File: src/rtl/ntsc_sync_decoder.sv
// Composite NTSC receive-side sync slicer: recovers line/field timing from 12-bit samples,
// reports horizontal lock, raster position and black-referenced luma for the active picture.
module ntsc_sync_decoder #(
    parameter int          INVERT         = 1,
    parameter logic [11:0] SYNC_THRESH    = 12'h266,
    parameter logic [11:0] BLACK_LEVEL    = 12'h4CD,
    parameter int          LINE_LEN       = 910,
    parameter int          LINE_TOL       = 8,
    parameter int          HS_MIN         = 50,
    parameter int          HS_MAX         = 90,
    parameter int          VS_MIN         = 400,
    parameter int          ACT_START      = 136,
    parameter int          ACT_LEN        = 752,
    parameter int          ACT_LINE_START = 7,
    parameter int          ACT_LINES      = 244
) (
    input  logic        clk_i,
    input  logic        rst_i,
    input  logic [11:0] sample_i,
    output logic        locked_o,
    output logic        hsync_o,
    output logic        vsync_o,
    output logic [9:0]  hpos_o,
    output logic [8:0]  line_o,
    output logic        active_o,
    output logic [9:0]  pixel_o,
    output logic [11:0] luma_o
);
    localparam logic [9:0] GOOD_LO = 10'(LINE_LEN - LINE_TOL - 1);
    localparam logic [9:0] GOOD_HI = 10'(LINE_LEN + LINE_TOL - 1);
    localparam logic [9:0] HALF    = 10'(LINE_LEN / 2);
    localparam logic [9:0] HS_LO   = 10'(HS_MIN);
    localparam logic [9:0] HS_HI   = 10'(HS_MAX);
    localparam logic [9:0] VS_LO   = 10'(VS_MIN);
    localparam logic [9:0] A_START = 10'(ACT_START);
    localparam logic [9:0] A_END   = 10'(ACT_START + ACT_LEN);
    localparam logic [8:0] L_START = 9'(ACT_LINE_START);
    localparam logic [8:0] L_END   = 9'(ACT_LINE_START + ACT_LINES);

    typedef enum logic {SEARCH = 1'b0, LOCKED = 1'b1} state_t;

    state_t      state, state_next;
    logic [1:0]  good_cnt, good_cnt_next;
    logic [11:0] s1;
    logic        low, low_q;
    logic        fall, rise, edge_acc, good;
    logic        is_normal, is_broad, enter_search;
    logic [9:0]  hpos, width;
    logic [8:0]  line;
    logic [3:0]  broad_cnt;
    logic        pending_vs, last_normal;
    logic [11:0] luma_r;
    logic        hsync_r, vsync_r;
    logic        active;

    assign low  = (s1 < SYNC_THRESH);
    assign fall = low && !low_q;
    assign rise = !low && low_q;
    // Once locked, falling edges in the first half of a line are glitches (or
    // half-line pulses) and must neither restart the line nor count as bad spacing.
    assign edge_acc  = fall && ((state == SEARCH) || (hpos >= HALF));
    assign good      = (hpos >= GOOD_LO) && (hpos <= GOOD_HI);
    assign is_normal = (width >= HS_LO) && (width <= HS_HI);
    assign is_broad  = (width >= VS_LO);
    assign enter_search = (state == LOCKED) && (state_next == SEARCH);

    always_comb begin
        state_next    = state;
        good_cnt_next = good_cnt;
        case (state)
            SEARCH: begin
                if (edge_acc) begin
                    if (!good) begin
                        good_cnt_next = 2'd0;
                    end else if (good_cnt == 2'd3) begin
                        good_cnt_next = 2'd0;
                        state_next    = LOCKED;
                    end else begin
                        good_cnt_next = good_cnt + 2'd1;
                    end
                end
            end
            LOCKED: begin
                if (edge_acc && !good) begin
                    state_next = SEARCH;
                end else if (!edge_acc && (hpos == GOOD_HI)) begin
                    state_next = SEARCH;
                end
            end
            default: state_next = SEARCH;
        endcase
    end

    always_ff @(posedge clk_i) begin
        if (rst_i) begin
            state       <= SEARCH;
            good_cnt    <= 2'd0;
            s1          <= 12'd0;
            low_q       <= 1'b1;
            hpos        <= 10'd0;
            width       <= 10'd0;
            line        <= 9'd0;
            broad_cnt   <= 4'd0;
            pending_vs  <= 1'b0;
            last_normal <= 1'b0;
            luma_r      <= 12'd0;
            hsync_r     <= 1'b0;
            vsync_r     <= 1'b0;
        end else begin
            state    <= state_next;
            good_cnt <= good_cnt_next;
            s1       <= (INVERT != 0) ? (12'hFFF - sample_i) : sample_i;
            low_q    <= low;
            luma_r   <= (s1 > BLACK_LEVEL) ? (s1 - BLACK_LEVEL) : 12'd0;

            if (edge_acc) begin
                hpos <= 10'd0;
            end else if (hpos != 10'h3FF) begin
                hpos <= hpos + 10'd1;
            end

            if (fall) begin
                width <= 10'd1;
            end else if (low && (width != 10'h3FF)) begin
                width <= width + 10'd1;
            end

            hsync_r <= edge_acc && (state_next == LOCKED) && last_normal;
            vsync_r <= edge_acc && pending_vs && !enter_search;

            if (rise && is_normal) begin
                last_normal <= 1'b1;
            end else if (rise && is_broad) begin
                last_normal <= 1'b0;
            end

            // Classification lands at the sync's rising edge, so line/vsync act one edge later.
            if (enter_search) begin
                line       <= 9'd0;
                broad_cnt  <= 4'd0;
                pending_vs <= 1'b0;
            end else begin
                if (edge_acc) begin
                    if (pending_vs) begin
                        line       <= 9'd0;
                        pending_vs <= 1'b0;
                    end else if (line != 9'h1FF) begin
                        line <= line + 9'd1;
                    end
                end
                if (rise && is_normal) begin
                    pending_vs <= (broad_cnt >= 4'd3);
                    broad_cnt  <= 4'd0;
                end else if (rise && is_broad) begin
                    pending_vs <= 1'b0;
                    if (broad_cnt != 4'hF) begin
                        broad_cnt <= broad_cnt + 4'd1;
                    end
                end
            end
        end
    end

    assign active = (state == LOCKED) && (line >= L_START) && (line < L_END)
                    && (hpos >= A_START) && (hpos < A_END);

    assign locked_o = (state == LOCKED);
    assign hsync_o  = hsync_r;
    assign vsync_o  = vsync_r;
    assign hpos_o   = hpos;
    assign line_o   = line;
    assign active_o = active;
    assign pixel_o  = active ? (hpos - A_START) : 10'd0;
    assign luma_o   = active ? luma_r : 12'd0;
endmodule

File: config.mk
export PLATFORM = sky130hd
export DESIGN_NAME = ntsc_sync_decoder
export DESIGN_NICKNAME = d
export VERILOG_FILES = /design/src/rtl/ntsc_sync_decoder.sv
export SDC_FILE = /design/constraint.sdc
export NUM_CORES = 1
export LEC_CHECK = 0
export BUFFER_PORTS_ARGS = -buffer_cell sky130_fd_sc_hd__buf_4
export CAP_MARGIN = 20
export CORE_MARGIN = 4
export CORE_UTILIZATION = 50
export CTS_CLUSTER_SIZE = 12
export DETAILED_ROUTE_END_ITERATION = 8
export HOLD_SLACK_MARGIN = 0.08
export PLACE_DENSITY = 0.81
export SLEW_MARGIN = 40
export SYNTH_ARGS = -nofsm -noshare
export SYNTH_HDL_FRONTEND = slang
export SYNTH_SLANG_ARGS = --single-unit
export TNS_END_PERCENT = 30
File: constraint.sdc
create_clock -name clk_i -period 2.1 [get_ports clk_i]
set_clock_uncertainty 0.05 [all_clocks]
set_input_delay 0 -clock clk_i [delete_from_list [all_inputs] [get_ports clk_i]]
set_output_delay 0 -clock clk_i [all_outputs]
set_load 0.1 [all_outputs]
Word-level counts from Yosys, hierarchy flattened:

Index checks and enable logic that the tools add are counted.

* bitwise operators: 3
* order comparisons: 13
* muxes and demuxes: 19
* reductions and logical operators: 37
* eq/ne operators: 6
* add/sub/neg operators: 8

Operators with widths (count)
* adder 10 x 1 -> 10 bit, second input constant: 2
* >= comparator 10 x 9 -> 1 bit, second input constant: 2
* inequality test 10 bit, second input constant: 2
* logical AND 1 bit: 19
* two-way mux 9 bit: 2
* greater-than comparator 12 x 11 -> 1 bit, second input constant: 1
* less-than comparator 12 x 10 -> 1 bit, second input constant: 1
* two-way mux 1 bit: 12
* two-way mux 12 bit: 1
* subtractor 12 x 11 -> 12 bit, second input constant: 1
* subtractor 12 bit, first input constant: 1
* == test 10 bit, second input constant: 1
* >= comparator 10 bit, second input constant: 1
* >= comparator 10 x 6 -> 1 bit, second input constant: 1
* >= comparator 10 x 8 -> 1 bit, second input constant: 1
* <= comparator 10 bit, second input constant: 1
* <= comparator 10 x 7 -> 1 bit, second input constant: 1
* less-than comparator 10 bit, second input constant: 1
* two-way mux 10 bit: 1
* subtractor 10 x 8 -> 10 bit, second input constant: 1
* adder 9 x 1 -> 9 bit, second input constant: 1
* >= comparator 9 x 3 -> 1 bit, second input constant: 1
* less-than comparator 9 x 8 -> 1 bit, second input constant: 1
* inequality test 9 bit, second input constant: 1
* other kinds (15): 29

* output and inout port bits: 45
* register bits: 65
* logic and storage cells: 100

Depth between registers and ports, before layout:

* word-level depth: 12
* gate-level depth with buffers: 9
* gate-level depth less buffers: 9

Least setup slack after synthesis:

No wires, ideal clock.

* path type: register to output
* from: register hpos[3] (netlist: hpos_o[3])
* to: output port pixel_o[6]
* buffers on the path: 0
* slack: -2225 ps
* arrival time: 4275 ps
* cell stages (with the launch flop): 7
* path through: dfxtp_1 ha_1 nor4b_1 o21a_1 nor3_1 nor4_1 a21boi_0

* cells in the longest elaborated chain, start to end: 4
* elaborated cells between the ends (all ways): 6
* classes of those cells: 1 x add/sub; 2 x order compare; 1 x mux; 2 x reduce/logical

Ends and longest elaborated chain
* start: declaration: line 48 `logic [9:0] hpos, width;`
* start signal: assignment: line 119 `hpos <= hpos + 10'd1;`
* >= comparator 10 x 8 -> 1 bit: line 165 `&& (hpos >= A_START) && (hpos < A_END);`
* logical AND 1 bit (2 in a row): line 165
* two-way mux 10 bit (*): line 173 `assign pixel_o = active ? (hpos - A_START) : 10'd0;`
* end: declaration: line 26 `output logic [9:0] pixel_o,`

Mark *: on every way between the ends. The rest lies on a longest branch, timed or not.

Worst setup path after layout:

* from: register hpos[4] (netlist: hpos_o[4])
* to: output port pixel_o[6]

The elaborated chain is that of the path after synthesis.

==> impl_metrics.tcl <==
set metrics [dict create \
    dp_hpwl_mm 5.70 \
    antenna_left 0 \
    rr_worst_depth 9 \
    cts.sinks 65 \
    io_pins 59 \
    drt_iter0_markers 241 \
    num_antenna_cells 0 \
    syn_area_mm2 0.00333 \
    critPathMaxFanout 23 \
    synthFlopType "dfxtp_1" \
    die_x_um 89.6 \
    grt_use_total 0.239 \
    synthesis.nets 424 \
    cts_buffer_depth 2 \
    postPlaceCellArea_mm2 0.00416 \
    synthTopCellsByArea "dfxtp_1 (39%), nor2_1 (6.3%), ha_1 (5.3%)" \
    layoutNonFillerInstCount 583 \
    die-area_mm2 0.00803 \
    fmax_mhz 438 \
    overflow 0 \
    worst_slew_pin_slew_ns 0.480 \
    grt_pass1_vias 3121 \
    die_h_um 89.6 \
    slew_violations 0 \
    grt_max_degree 25 \
    path_clk_slew_ns 0.08 \
    setup_tns_ns -2.93 \
    clk_latency_ns 0.35 \
    hp-start "s1[0]" \
    synthArstFlopShare 0 \
    finalSetupViolations 23 \
    cts_tree "built" \
    grt_pass1_wl_mm 14.8 \
    design_area_mm2 0.00498 \
    vdd_drop_max_v 0.000404 \
    yosys.area.top_type "dfxtp_1" \
    wl_per_cell_um 15.7 \
    dpl.cell_count 541 \
    hold-worst-slack_ns 0.415 \
    cts_root_buf "clkbuf_8" \
    hold_path_depth 1 \
    min_period_ns 2.28 \
    drv_cap 0 \
    synth.avg_cell_area_um2 8.41 \
    port_buffers 58 \
    end_kind "primary output" \
    reg2reg_to "line_o[5]" \
    fin_crit_sh 1.09 \
    violations "setup timing" \
    ys_warn_count 0 \
    initial_core_util 0.519 \
    cp.required_ns 2.05 \
    antenna_found_initial 0 \
    fin_ws_ns -0.183 \
    arrival_ns 2.23 \
    p_per_area_mw_per_mm2 554 \
    hp-class "reg2reg" \
    outcome "finished, violations left" \
    fin_util 0.776 \
    synth_cell_types 53 \
    fp.coreArea_mm2 0.00642 \
    cts-htree-levels 3 \
    seq_area_frac_synth 0.391 \
    crit_path_start_kind "register" \
    ff2ff_setup_slack_ns 0.01 \
    drive_gt1_frac 0.332 \
    nets 529 \
    yosys.area.top_type_share 0.391 \
    synth_edf_count 0 \
    drc 0 \
    area_growth_pct 49.6 \
    synth_cells 396 \
    hold_viol 0 \
    worstSetupPathType "reg2out" \
    hold_path_end "luma_r[0]" \
    dr.pass1.iters 4 \
    numCtsBuffers 9 \
    rows 29 \
    gp_congestion 0.875 \
    synth_seq_cells 65 \
    p_leak_nw 2.01 \
    route.vias.total 3246 \
    via_per_inst 5.57 \
    max_slew_margin 0.676 \
    totalWireLength_mm 9.14 \
    rr_startpoint "line_o[6]" \
    rsz0062_at_grt "yes" \
]
[what timing repair did]
item | CTS | global route
setup endpoints to repair | 25 | 47
pin swaps | 10 | 7
hold endpoints to repair | 23 | 0
hold buffers | 25 | 0
setup buffers | 1 | 0
resized for setup | 70 | 15
[registers in the layout, summed over array words and instances, names as in the netlist, 2 cells and up]
register   count
broad_cnt      4
good_cnt       2
hpos_o        10
line_o         9
luma_r        12
s1            12
width         10
[critical path, stage by stage (launching register included)]
cell	delay, ns
dfxtp_4	0.37
inv_4	0.07
ha_1	0.13
nor4b_4	0.19
o21a_1	0.16
nor3_2	0.05
nor4_4	0.32
buf_12	0.20
a21boi_4	0.21
buf_12	0.19
[cell usage after synthesis (all sizes together) (2+ instances only)]
cell     count
nand2       29
nor2        56
o21ai       10
nor2b        4
inv         12
or3          3
clkbuf      12
o31a         2
nand4        9
a21oi       17
o21a         3
o31ai        3
buf          6
a211oi       5
nor3        19
ha          14
nor3b        3
nand2b       6
dfxtp       65
a21boi       2
o211ai       4
nand3       12
xor2        15
a31oi        3
or3b         2
and3         4
and2        21
a2111oi      2
or4          5
nor4b        7
xnor2       20
and4         2
nor4         4
a211o        3
[cells by family (layout without fill, tap and decap cells)]
| family | count (synthesis) | in the layout | share of synthesized area |
|---|---|---|---|
| and+or+nand+nor | 192 | 192 | 0.304 |
| AOI/OAI and AO/OA | 59 | 59 | 0.121 |
| DFF | 65 | 65 | 0.391 |
| muxes | 1 | 1 | 0.00301 |
| adders and majority gates | 14 | 14 | 0.0526 |
| buffers and inverters | 30 | 140 | 0.0364 |
| xor gates and xnor gates | 35 | 35 | 0.0920 |
[power breakdown]
part | switching, mW | total [mW] | internal [mW] | leakage, nW
Combinational | 0.185 | 0.324 | 0.139 | 1.36
Sequential | 0.0465 | 1.31 | 1.26 | 0.543
Clock | 0.509 | 1.13 | 0.619 | 0.106
[worst max path at each step]
stage | to | slack, ns | from
floorplan | line_o[5] | -0.22 | line_o[4]
CTS | pixel_o[6] | -0.18 | hpos_o[4]
detailed placement | line_o[5] | -0.001 | line_o[6]
global placement | line_o[5] | 0.05 | line_o[6]
global route | pixel_o[6] | -0.28 | hpos_o[4]
finish | pixel_o[6] | -0.18 | hpos_o[4]
[placed cells by master (no fill, tap or decap), types with 3 or more instances in the layout]
cell,n
a211o_1,3
a211oi_1,4
a21oi_1,16
and2_4,20
and3_1,4
buf_12,23
buf_4,61
buf_6,3
clkbuf_8,11
dfxtp_1,43
dfxtp_2,10
dfxtp_4,12
dlygate4sd3_1,25
ha_1,12
inv_1,11
nand2_1,29
nand2b_1,6
nand3_1,12
nand4_1,9
nor2_1,56
nor2b_1,3
nor3_1,18
nor3b_1,3
nor4_1,3
nor4b_1,5
o211ai_1,3
o21a_1,3
o21ai_0,6
o21ai_1,3
o31ai_1,3
or3_1,3
or4_4,3
xnor2_1,20
xor2_1,15
[layout make-up]
| cell class | count | area (µm²) |
|---|---|---|
| Fill cell | 397 | 1440 |
| Timing Repair Buffer | 112 | 1200 |
| Clock buffer | 11 | 151 |
| Multi-Input combinational cell | 301 | 2070 |
| Tap cell | 77 | 96.3 |
| Inverter | 12 | 47.5 |
| Sequential cell | 65 | 1360 |
| Clock inverter | 5 | 61.3 |
[layer usage]
layer | wire length (µm) | vias to the layer above | track usage | part of all wire
met2 | 4610 | 89 | 0.424 | 0.50
met5 | 0 | - | 0 | 0
met4 | 275 | 0 | 0.123 | 0.030
met3 | 341 | 26 | 0.0328 | 0.037
li1 | - | 1589 | - | -
met1 | 3910 | 1542 | 0.279 | 0.43
[per-stage QoR]
step                      setup WS, ns  total power, mW
after global placement          0.0471             1.58
after detailed placement      -0.00109             1.59
after floorplan                 -0.224             1.50
after global routing            -0.278             2.86
after CTS                       -0.177             2.74
final                           -0.183             2.76
Power figures use the tool's default switching activity.
